--- src/rtl/alu_cmd_ctrl_if.sv ---
// alu_cmd_ctrl_if: groups the RX byte stream, the ALU operation port and the
// TX byte handshake seen by alu_cmd_ctrl.
//   master : the command controller (drives ALU inputs and TX bytes)
//   slave  : the surrounding system (UART RX/TX and the ALU)
interface alu_cmd_ctrl_if;
   // receive byte stream
   logic [7:0]  RX_DATA;
   logic        RX_VALID;
   // ALU operation port
   logic        ALU_EN;
   logic [7:0]  ALU_A;
   logic [7:0]  ALU_B;
   logic [3:0]  ALU_FUN;
   logic [15:0] ALU_OUT;
   logic        OUT_VALID;
   // transmit byte handshake
   logic [7:0]  TX_DATA;
   logic        TX_VALID;
   logic        TX_READY;
   // status
   logic        BUSY;
   logic        ERR;

   modport master (
      input  RX_DATA, RX_VALID, ALU_OUT, OUT_VALID, TX_READY,
      output ALU_EN, ALU_A, ALU_B, ALU_FUN, TX_DATA, TX_VALID, BUSY, ERR
   );

   modport slave (
      output RX_DATA, RX_VALID, ALU_OUT, OUT_VALID, TX_READY,
      input  ALU_EN, ALU_A, ALU_B, ALU_FUN, TX_DATA, TX_VALID, BUSY, ERR
   );
endinterface

--- src/rtl/alu_cmd_ctrl.sv ---
// alu_cmd_ctrl: collects a {hdr|fun, A, B} command frame from the RX byte
// stream, fires one ALU operation, waits (bounded by TIMEOUT) for the result
// and returns it low byte first over the TX valid/ready handshake.
// Optional feature macro: ALU_CTRL_ECHO_EN -- when defined, the received
// command byte is transmitted ahead of the two result bytes.
// Every output is a flop; the output registers are loaded from the
// next-state decode so ALU_EN / TX_VALID / BUSY line up with the state.
module alu_cmd_ctrl #(
   parameter int         TIMEOUT = 15,
   parameter logic [3:0] CMD_HDR = 4'hA
) (
   input  logic          CLK,
   input  logic          RST,
   alu_cmd_ctrl_if.master bus
);

   typedef enum logic [2:0] {
      S_IDLE,
      S_GET_A,
      S_GET_B,
      S_ISSUE,
      S_WAIT,
`ifdef ALU_CTRL_ECHO_EN
      S_SEND_CMD,
`endif
      S_SEND_LO,
      S_SEND_HI
   } state_t;

   localparam logic [7:0] CNT_LAST = 8'(TIMEOUT - 1);

   state_t      state, state_nxt;

   // frame / result holding registers
   logic [7:0]  cmd_q;
   logic [7:0]  alu_a_q;
   logic [7:0]  alu_b_q;
   logic [3:0]  alu_fun_q;
   logic [15:0] result_q;
   logic [7:0]  cnt_q;

   // registered outputs
   logic        alu_en_q;
   logic [7:0]  tx_data_q;
   logic        tx_valid_q;
   logic        busy_q;
   logic        err_q;

   // combinational decode
   logic        lat_cmd, lat_a, lat_b, cap_res, cnt_clr, cnt_inc;
   logic        err_nxt;
   logic [15:0] result_nxt;
   logic [7:0]  tx_data_nxt;
   logic        tx_valid_nxt;
   logic        busy_nxt;
   logic        alu_en_nxt;
   state_t      first_send;

`ifdef ALU_CTRL_ECHO_EN
   assign first_send = S_SEND_CMD;
`else
   assign first_send = S_SEND_LO;
`endif

   // state register
   always_ff @(posedge CLK or posedge RST) begin
      if (RST) state <= S_IDLE;
      else     state <= state_nxt;
   end

   // next-state decode, latch strobes and next values of the output flops
   always_comb begin
      state_nxt    = state;
      lat_cmd      = 1'b0;
      lat_a        = 1'b0;
      lat_b        = 1'b0;
      cap_res      = 1'b0;
      cnt_clr      = 1'b0;
      cnt_inc      = 1'b0;
      err_nxt      = 1'b0;

      case (state)
         S_IDLE: begin
            if (bus.RX_VALID) begin
               if (bus.RX_DATA[7:4] == CMD_HDR) begin
                  lat_cmd   = 1'b1;
                  state_nxt = S_GET_A;
               end else begin
                  // bad header: byte is discarded, flag it
                  err_nxt = 1'b1;
               end
            end
         end
         S_GET_A: begin
            if (bus.RX_VALID) begin
               lat_a     = 1'b1;
               state_nxt = S_GET_B;
            end
         end
         S_GET_B: begin
            if (bus.RX_VALID) begin
               lat_b     = 1'b1;
               state_nxt = S_ISSUE;
            end
         end
         S_ISSUE: begin
            cnt_clr   = 1'b1;
            state_nxt = S_WAIT;
         end
         S_WAIT: begin
            // a result arriving in the last allowed cycle still wins
            if (bus.OUT_VALID) begin
               cap_res   = 1'b1;
               state_nxt = first_send;
            end else if (cnt_q == CNT_LAST) begin
               err_nxt   = 1'b1;
               state_nxt = S_IDLE;
            end else begin
               cnt_inc = 1'b1;
            end
         end
`ifdef ALU_CTRL_ECHO_EN
         S_SEND_CMD: begin
            if (bus.TX_READY) state_nxt = S_SEND_LO;
         end
`endif
         S_SEND_LO: begin
            if (bus.TX_READY) state_nxt = S_SEND_HI;
         end
         S_SEND_HI: begin
            if (bus.TX_READY) state_nxt = S_IDLE;
         end
         default: state_nxt = S_IDLE;
      endcase

      // the low byte must be loadable in the same edge the result is captured
      result_nxt = cap_res ? bus.ALU_OUT : result_q;

      tx_valid_nxt = 1'b0;
      tx_data_nxt  = 8'h00;
      case (state_nxt)
`ifdef ALU_CTRL_ECHO_EN
         S_SEND_CMD: begin
            tx_valid_nxt = 1'b1;
            tx_data_nxt  = cmd_q;
         end
`endif
         S_SEND_LO: begin
            tx_valid_nxt = 1'b1;
            tx_data_nxt  = result_nxt[7:0];
         end
         S_SEND_HI: begin
            tx_valid_nxt = 1'b1;
            tx_data_nxt  = result_nxt[15:8];
         end
         default: begin
            tx_valid_nxt = 1'b0;
            tx_data_nxt  = 8'h00;
         end
      endcase

      alu_en_nxt = (state_nxt == S_ISSUE);
      busy_nxt   = !(state_nxt == S_IDLE || state_nxt == S_GET_A ||
                     state_nxt == S_GET_B);
   end

   // frame capture, operand/function hold and result register
   always_ff @(posedge CLK or posedge RST) begin
      if (RST) begin
         cmd_q     <= 8'h00;
         alu_a_q   <= 8'h00;
         alu_b_q   <= 8'h00;
         alu_fun_q <= 4'h0;
         result_q  <= 16'h0000;
      end else begin
         if (lat_cmd) begin
            cmd_q     <= bus.RX_DATA;
            alu_fun_q <= bus.RX_DATA[3:0];
         end
         if (lat_a) alu_a_q <= bus.RX_DATA;
         if (lat_b) alu_b_q <= bus.RX_DATA;
         result_q <= result_nxt;
      end
   end

   // WAIT-state timeout counter
   always_ff @(posedge CLK or posedge RST) begin
      if (RST)          cnt_q <= 8'h00;
      else if (cnt_clr) cnt_q <= 8'h00;
      else if (cnt_inc) cnt_q <= cnt_q + 8'h01;
   end

   // output flops loaded from the next-state decode
   always_ff @(posedge CLK or posedge RST) begin
      if (RST) begin
         alu_en_q   <= 1'b0;
         tx_data_q  <= 8'h00;
         tx_valid_q <= 1'b0;
         busy_q     <= 1'b0;
         err_q      <= 1'b0;
      end else begin
         alu_en_q   <= alu_en_nxt;
         tx_data_q  <= tx_data_nxt;
         tx_valid_q <= tx_valid_nxt;
         busy_q     <= busy_nxt;
         err_q      <= err_nxt;
      end
   end

   assign bus.ALU_EN   = alu_en_q;
   assign bus.ALU_A    = alu_a_q;
   assign bus.ALU_B    = alu_b_q;
   assign bus.ALU_FUN  = alu_fun_q;
   assign bus.TX_DATA  = tx_data_q;
   assign bus.TX_VALID = tx_valid_q;
   assign bus.BUSY     = busy_q;
   assign bus.ERR      = err_q;

endmodule

--- src/flat_wrapper.sv ---
// flat-port wrapper written by rule: the top's interface ports become plain ports
module alu_cmd_ctrl_flat 
#(
   parameter int         TIMEOUT = 15,
   parameter logic [3:0] CMD_HDR = 4'hA
)
  (CLK, RST, bus_RX_DATA, bus_RX_VALID, bus_ALU_OUT, bus_OUT_VALID, bus_TX_READY, bus_ALU_EN, bus_ALU_A, bus_ALU_B, bus_ALU_FUN, bus_TX_DATA, bus_TX_VALID, bus_BUSY, bus_ERR);
  alu_cmd_ctrl_if bus_i ();
  input  logic CLK;
  input  logic RST;
  input wire logic [$bits(bus_i.RX_DATA)-1:0] bus_RX_DATA;
  input wire logic [$bits(bus_i.RX_VALID)-1:0] bus_RX_VALID;
  input wire logic [$bits(bus_i.ALU_OUT)-1:0] bus_ALU_OUT;
  input wire logic [$bits(bus_i.OUT_VALID)-1:0] bus_OUT_VALID;
  input wire logic [$bits(bus_i.TX_READY)-1:0] bus_TX_READY;
  output wire logic [$bits(bus_i.ALU_EN)-1:0] bus_ALU_EN;
  output wire logic [$bits(bus_i.ALU_A)-1:0] bus_ALU_A;
  output wire logic [$bits(bus_i.ALU_B)-1:0] bus_ALU_B;
  output wire logic [$bits(bus_i.ALU_FUN)-1:0] bus_ALU_FUN;
  output wire logic [$bits(bus_i.TX_DATA)-1:0] bus_TX_DATA;
  output wire logic [$bits(bus_i.TX_VALID)-1:0] bus_TX_VALID;
  output wire logic [$bits(bus_i.BUSY)-1:0] bus_BUSY;
  output wire logic [$bits(bus_i.ERR)-1:0] bus_ERR;
  assign bus_i.RX_DATA = bus_RX_DATA;
  assign bus_i.RX_VALID = bus_RX_VALID;
  assign bus_i.ALU_OUT = bus_ALU_OUT;
  assign bus_i.OUT_VALID = bus_OUT_VALID;
  assign bus_i.TX_READY = bus_TX_READY;
  assign bus_ALU_EN = bus_i.ALU_EN;
  assign bus_ALU_A = bus_i.ALU_A;
  assign bus_ALU_B = bus_i.ALU_B;
  assign bus_ALU_FUN = bus_i.ALU_FUN;
  assign bus_TX_DATA = bus_i.TX_DATA;
  assign bus_TX_VALID = bus_i.TX_VALID;
  assign bus_BUSY = bus_i.BUSY;
  assign bus_ERR = bus_i.ERR;
  alu_cmd_ctrl #(.TIMEOUT(TIMEOUT), .CMD_HDR(CMD_HDR)) u_core (.CLK(CLK), .RST(RST), .bus(bus_i));
endmodule
--- config.mk ---
export PLATFORM = sky130hd
export DESIGN_NAME = alu_cmd_ctrl_flat
export DESIGN_NICKNAME = d
export VERILOG_FILES = /design/src/rtl/alu_cmd_ctrl_if.sv /design/src/rtl/alu_cmd_ctrl.sv /design/src/flat_wrapper.sv
export SDC_FILE = /design/constraint.sdc
export NUM_CORES = 1
export LEC_CHECK = 0
export CAP_MARGIN = 10
export CORE_MARGIN = 3
export CORE_UTILIZATION = 44
export CTS_CLUSTER_DIAMETER = 40
export CTS_CLUSTER_SIZE = 16
export DETAILED_ROUTE_END_ITERATION = 10
export PLACE_DENSITY = 0.81
export SLEW_MARGIN = 10
export SYNTH_ARGS = -nofsm -noshare
export SYNTH_HDL_FRONTEND = slang
export SYNTH_SLANG_ARGS = --single-unit
--- constraint.sdc ---
create_clock -name CLK -period 1.8 [get_ports CLK]
set_input_delay 0.36 -clock CLK [delete_from_list [all_inputs] [get_ports CLK]]
set_output_delay 0.36 -clock CLK [all_outputs]
set_load 0.01 [all_outputs]
==> results of run 1 <==
[cells in the mapped netlist, types with 2 or more instances]
cell,count,area share
ha_1,2,0.010
dfrtp_1,59,0.60
xor2_1,2,0.0071
o31ai_1,2,0.0061
mux2_2,37,0.17
mux2i_1,3,0.012
nand4_1,3,0.0076
a32o_1,8,0.032
nand2_1,8,0.012
o211ai_1,2,0.0061
inv_1,4,0.0061
xnor2_1,2,0.0071
nand3_1,2,0.0041
nor2_2,3,0.0076
clkbuf_1,2,0.0030
nor2_1,11,0.017
nor2b_1,3,0.0076
and2_1,2,0.0051
[worst min-delay path by stage]
stage / to / start / cells past startpoint
finish: u_core.bus.ALU_FUN[2]$_DFFE_PP0P_ / RST / 3
global route: u_core.bus.ALU_A[2]$_DFFE_PP0P_ / RST / 3
CTS: u_core.bus.ALU_B[2]$_DFFE_PP0P_ / RST / 3
detailed placement: u_core.cnt_q[7]$_DFFE_PP0P_ / u_core.cnt_q[7]$_DFFE_PP0P_ / 1
global placement: u_core.cnt_q[7]$_DFFE_PP0P_ / u_core.cnt_q[7]$_DFFE_PP0P_ / 1
floorplan: u_core.cnt_q[7]$_DFFE_PP0P_ / u_core.cnt_q[7]$_DFFE_PP0P_ / 1
[what timing repair did]
action                     4_1_cts  5_1_grt
gates resized for setup          0        2
setup endpoints to repair        0        4
buffers inserted                 0        1
hold buffers                     0        0
[cell families (layout without fill, tap and decap cells)]
logic type                 count (synthesis)  in the layout
AOI/OAI and AO/OA                         21             21
xor gates and xnor gates                   4              4
adders and majority gates                  2              2
buffers and inverters                      9            100
DFF                                       59             59
muxes                                     40             40
and+or+nand+nor                           45             45
[through the flow]
| step | util | power (mW) | std cells | hold slack [ps] | worst slack (ps) |
|---|---|---|---|---|---|
| detailed placement | 0.630 | 4.67 | 324 | 460 | -249 |
| finish | 0.676 | 6.00 | 341 | 445 | 98.3 |
| global placement | 0.630 | 4.61 | 324 | 460 | -223 |
| CTS | 0.673 | 6.05 | 340 | 451 | 91.6 |
| floorplan | - | 3.50 | 180 | 437 | 76.3 |
| global route | 0.676 | 6.39 | 341 | 465 | 6.74 |
[registers in the layout, summed over array words and instances, names as in the netlist]
register             count
u_core.bus.ALU_A         8
u_core.bus.ERR           1
u_core.bus.TX_DATA       8
u_core.bus.ALU_EN        1
u_core.cnt_q             8
u_core.bus.ALU_B         8
u_core.bus.ALU_FUN       4
u_core.state             3
u_core.bus.BUSY          1
u_core.bus.TX_VALID      1
u_core.result_q         16
[worst max-delay path: cells and delay by family]
kind | cells | cell delay [ps]
AND/OR/NAND/NOR | 2 | 250
buffers and inverters | 2 | 690
multiplexers | 1 | 360
AO/OA/AOI/OAI | 1 | 260
[power breakdown]
part | internal (mW) | leakage, nW | total (mW) | switching, mW
clock network | 0.816 | 0.108 | 1.35 | 0.535
registers | 1.94 | 0.733 | 2.29 | 0.348
logic | 1.42 | 0.679 | 2.35 | 0.936
total | 4.18 | 1.52 | 6.00 | 1.82
[layout by cell type (no fill, tap or decap), types with 2 or more instances in the layout]
master	instances
nand4_1	3
buf_12	4
ha_1	2
o31ai_1	2
nand3_1	2
buf_4	16
nand2_1	8
bufinv_16	2
nor2_1	11
inv_1	3
clkinvlp_4	3
mux2_2	37
clkbuf_8	10
mux2i_1	2
nor2_2	3
xor2_1	2
dfrtp_1	58
nor2b_1	3
o211ai_1	2
and2_1	2
clkdlybuf4s50_1	60
xnor2_1	2
a32o_1	8
[layout make-up]
class,instances,area (sq um),share of cell area
tap,70,87.6,0.0246
sequential,59,1480,0.415
multi-input combinational,112,950,0.267
inverter,4,18.8,0.00527
clock inverter,6,88.8,0.0249
clock buffer,10,138,0.0387
timing repair buffer,80,801,0.225
[routing by layer]
layer	part of all wire	vias up
met5	0	-
met4	0.017	0
met3	0.093	10
met2	0.45	59
met1	0.44	834
li1	-	828
==> flow_metrics.tcl, run 1 <==
set metrics [dict create \
    status "completed" \
    timing_worst_setup_path_type "input pin to flip-flop" \
    critical_path.cell_chain "clkdlybuf4s50_1, nand2_1, nor3_4, buf_4, mux2_2, a32o_1" \
    port_buffers 60 \
    slowest_stage "clkdlybuf4s50_1" \
    worstSetupEndpoint "u_core.bus.TX_DATA[5]$_DFF_PP0_" \
    critical_path_required_ps 2020 \
    clk_pin_slew_ps 70 \
    fillerInstances 415 \
    detailedRoute.firstPassIterationCount 4 \
    post_placement_cell_area_sq_um 3320 \
    register_to_register_setup_slack_ps 130 \
    timing_worst_slew_pin_value_ps 560 \
    crit_arrival_ps 1920 \
    number_of_enable_type_register_cells_in_the_synthesized_netlist 0 \
    unrepaired_setup_endpoints_after_global_routing "false" \
    crit_path_max_fanout 8 \
    fin_skew_ps 2.99 \
    fp.dieArea_sq_um 6550 \
    postSynthCellCount 180 \
    main_combinational_cell_family_by_area_after_synthesis "multiplexers" \
    avgRoutedWirePerCell_microns 14.8 \
    detail_route.iter0.violations 113 \
    total_nets_after_synthesis 211 \
    final_hold_viol_count 0 \
    post_route_cells_drive_above_1_share 0.310 \
    powerDensity_nw_per_um2 1680 \
    grt_pass1_vias 1843 \
    pin_count_of_the_biggest_net_entering_global_routing 60 \
    drtAntennaViolNets 0 \
    synth_compound_gate_area_share 0.0705 \
    setup-tns-final_ps 0 \
    clock-sinks 59 \
    wire_length_of_the_first_global_routing_pass_microns 8510 \
    initial_util 0.468 \
    static-leakage-power_nw 1.52 \
    antenna_found_initial 0 \
    total_congestion_overflow_after_global_routing 0 \
    asyncSetResetFlopFracSynth 1.00 \
    grt_util_met3 0.0776 \
    numCtsBuffers 9 \
    synth-simple-area-share 0.107 \
    timing.rr.start "u_core.cnt_q[5]$_DFFE_PP0P_" \
    chipHeight_microns 80.9 \
    vias_per_cell 5.08 \
    use_met2 0.263 \
    synth.cell_area_sq_um 2470 \
    ctsLongestPathBuffers 2 \
    ys_warn_count 0 \
    gr-max-usage-layer "met2" \
    report.final.setup_viol 0 \
    diodes 0 \
    slew-limit-headroom 0.619 \
    reg2regPathDepth 4 \
    finalMaxSlewViolations 0 \
    track_usage 0.174 \
    fmax_ghz 0.588 \
    timing.final.crit_share 0.945 \
    min_path_type "input pin to async pin" \
    tritoncts "done" \
    synth_seq_area_share 0.598 \
    yosysUniqueCellTypes 43 \
    routed-via-count 1731 \
    placeableCoreArea_sq_um 5270 \
    fin_crit_ps 1700 \
    routabilityCongestion 0.830 \
    floorplan.die.width_microns 80.9 \
    area_delta_synth_final_pct 44.2 \
    cts_root_buffer "clkbuf_8" \
    grt_util_met1 0.212 \
    hpwl_microns 3530 \
    synth_adder_area_share 0.0101 \
    boundaryPins 61 \
    clock_tree.htree_level_count 3 \
    synth_mux_area_frac 0.181 \
    cpPeakStageDelay_ps 500 \
    post_route_cell_area_sq_um 3560 \
    critical_path.reg2reg.endpoint "u_core.bus.BUSY$_DFF_PP0_" \
    avg_synthesized_cell_area_sq_um 13.7 \
    totalWireLength_microns 5040 \
    placement_rows 26 \
    ir_worst_vdd_v 0.00113 \
    ys_dominant_reg_cell "dfrtp_1" \
    timing.critical_path.from "bus_OUT_VALID" \
    post-route-drc-count 0 \
    critical_path.endpoint_type "flip-flop" \
    startpoint_type "input pin" \
    clock_insertion_delay_worst_skew_ps 330 \
    cap_violations 0 \
    finalNetCount 297 \
    area_share_of_xor_xnor_cells_in_the_synthesized_design 0.0142 \
    synth-seq-cells 59 \
]
Note: power is estimated with default switching activity, not from simulation.
==> run 2: changes to the inputs <==
- CAP_MARGIN: 10 -> not set
==> results of run 2 <==
Same layout as run 1: the final DEF is identical, and so are final timing and power.
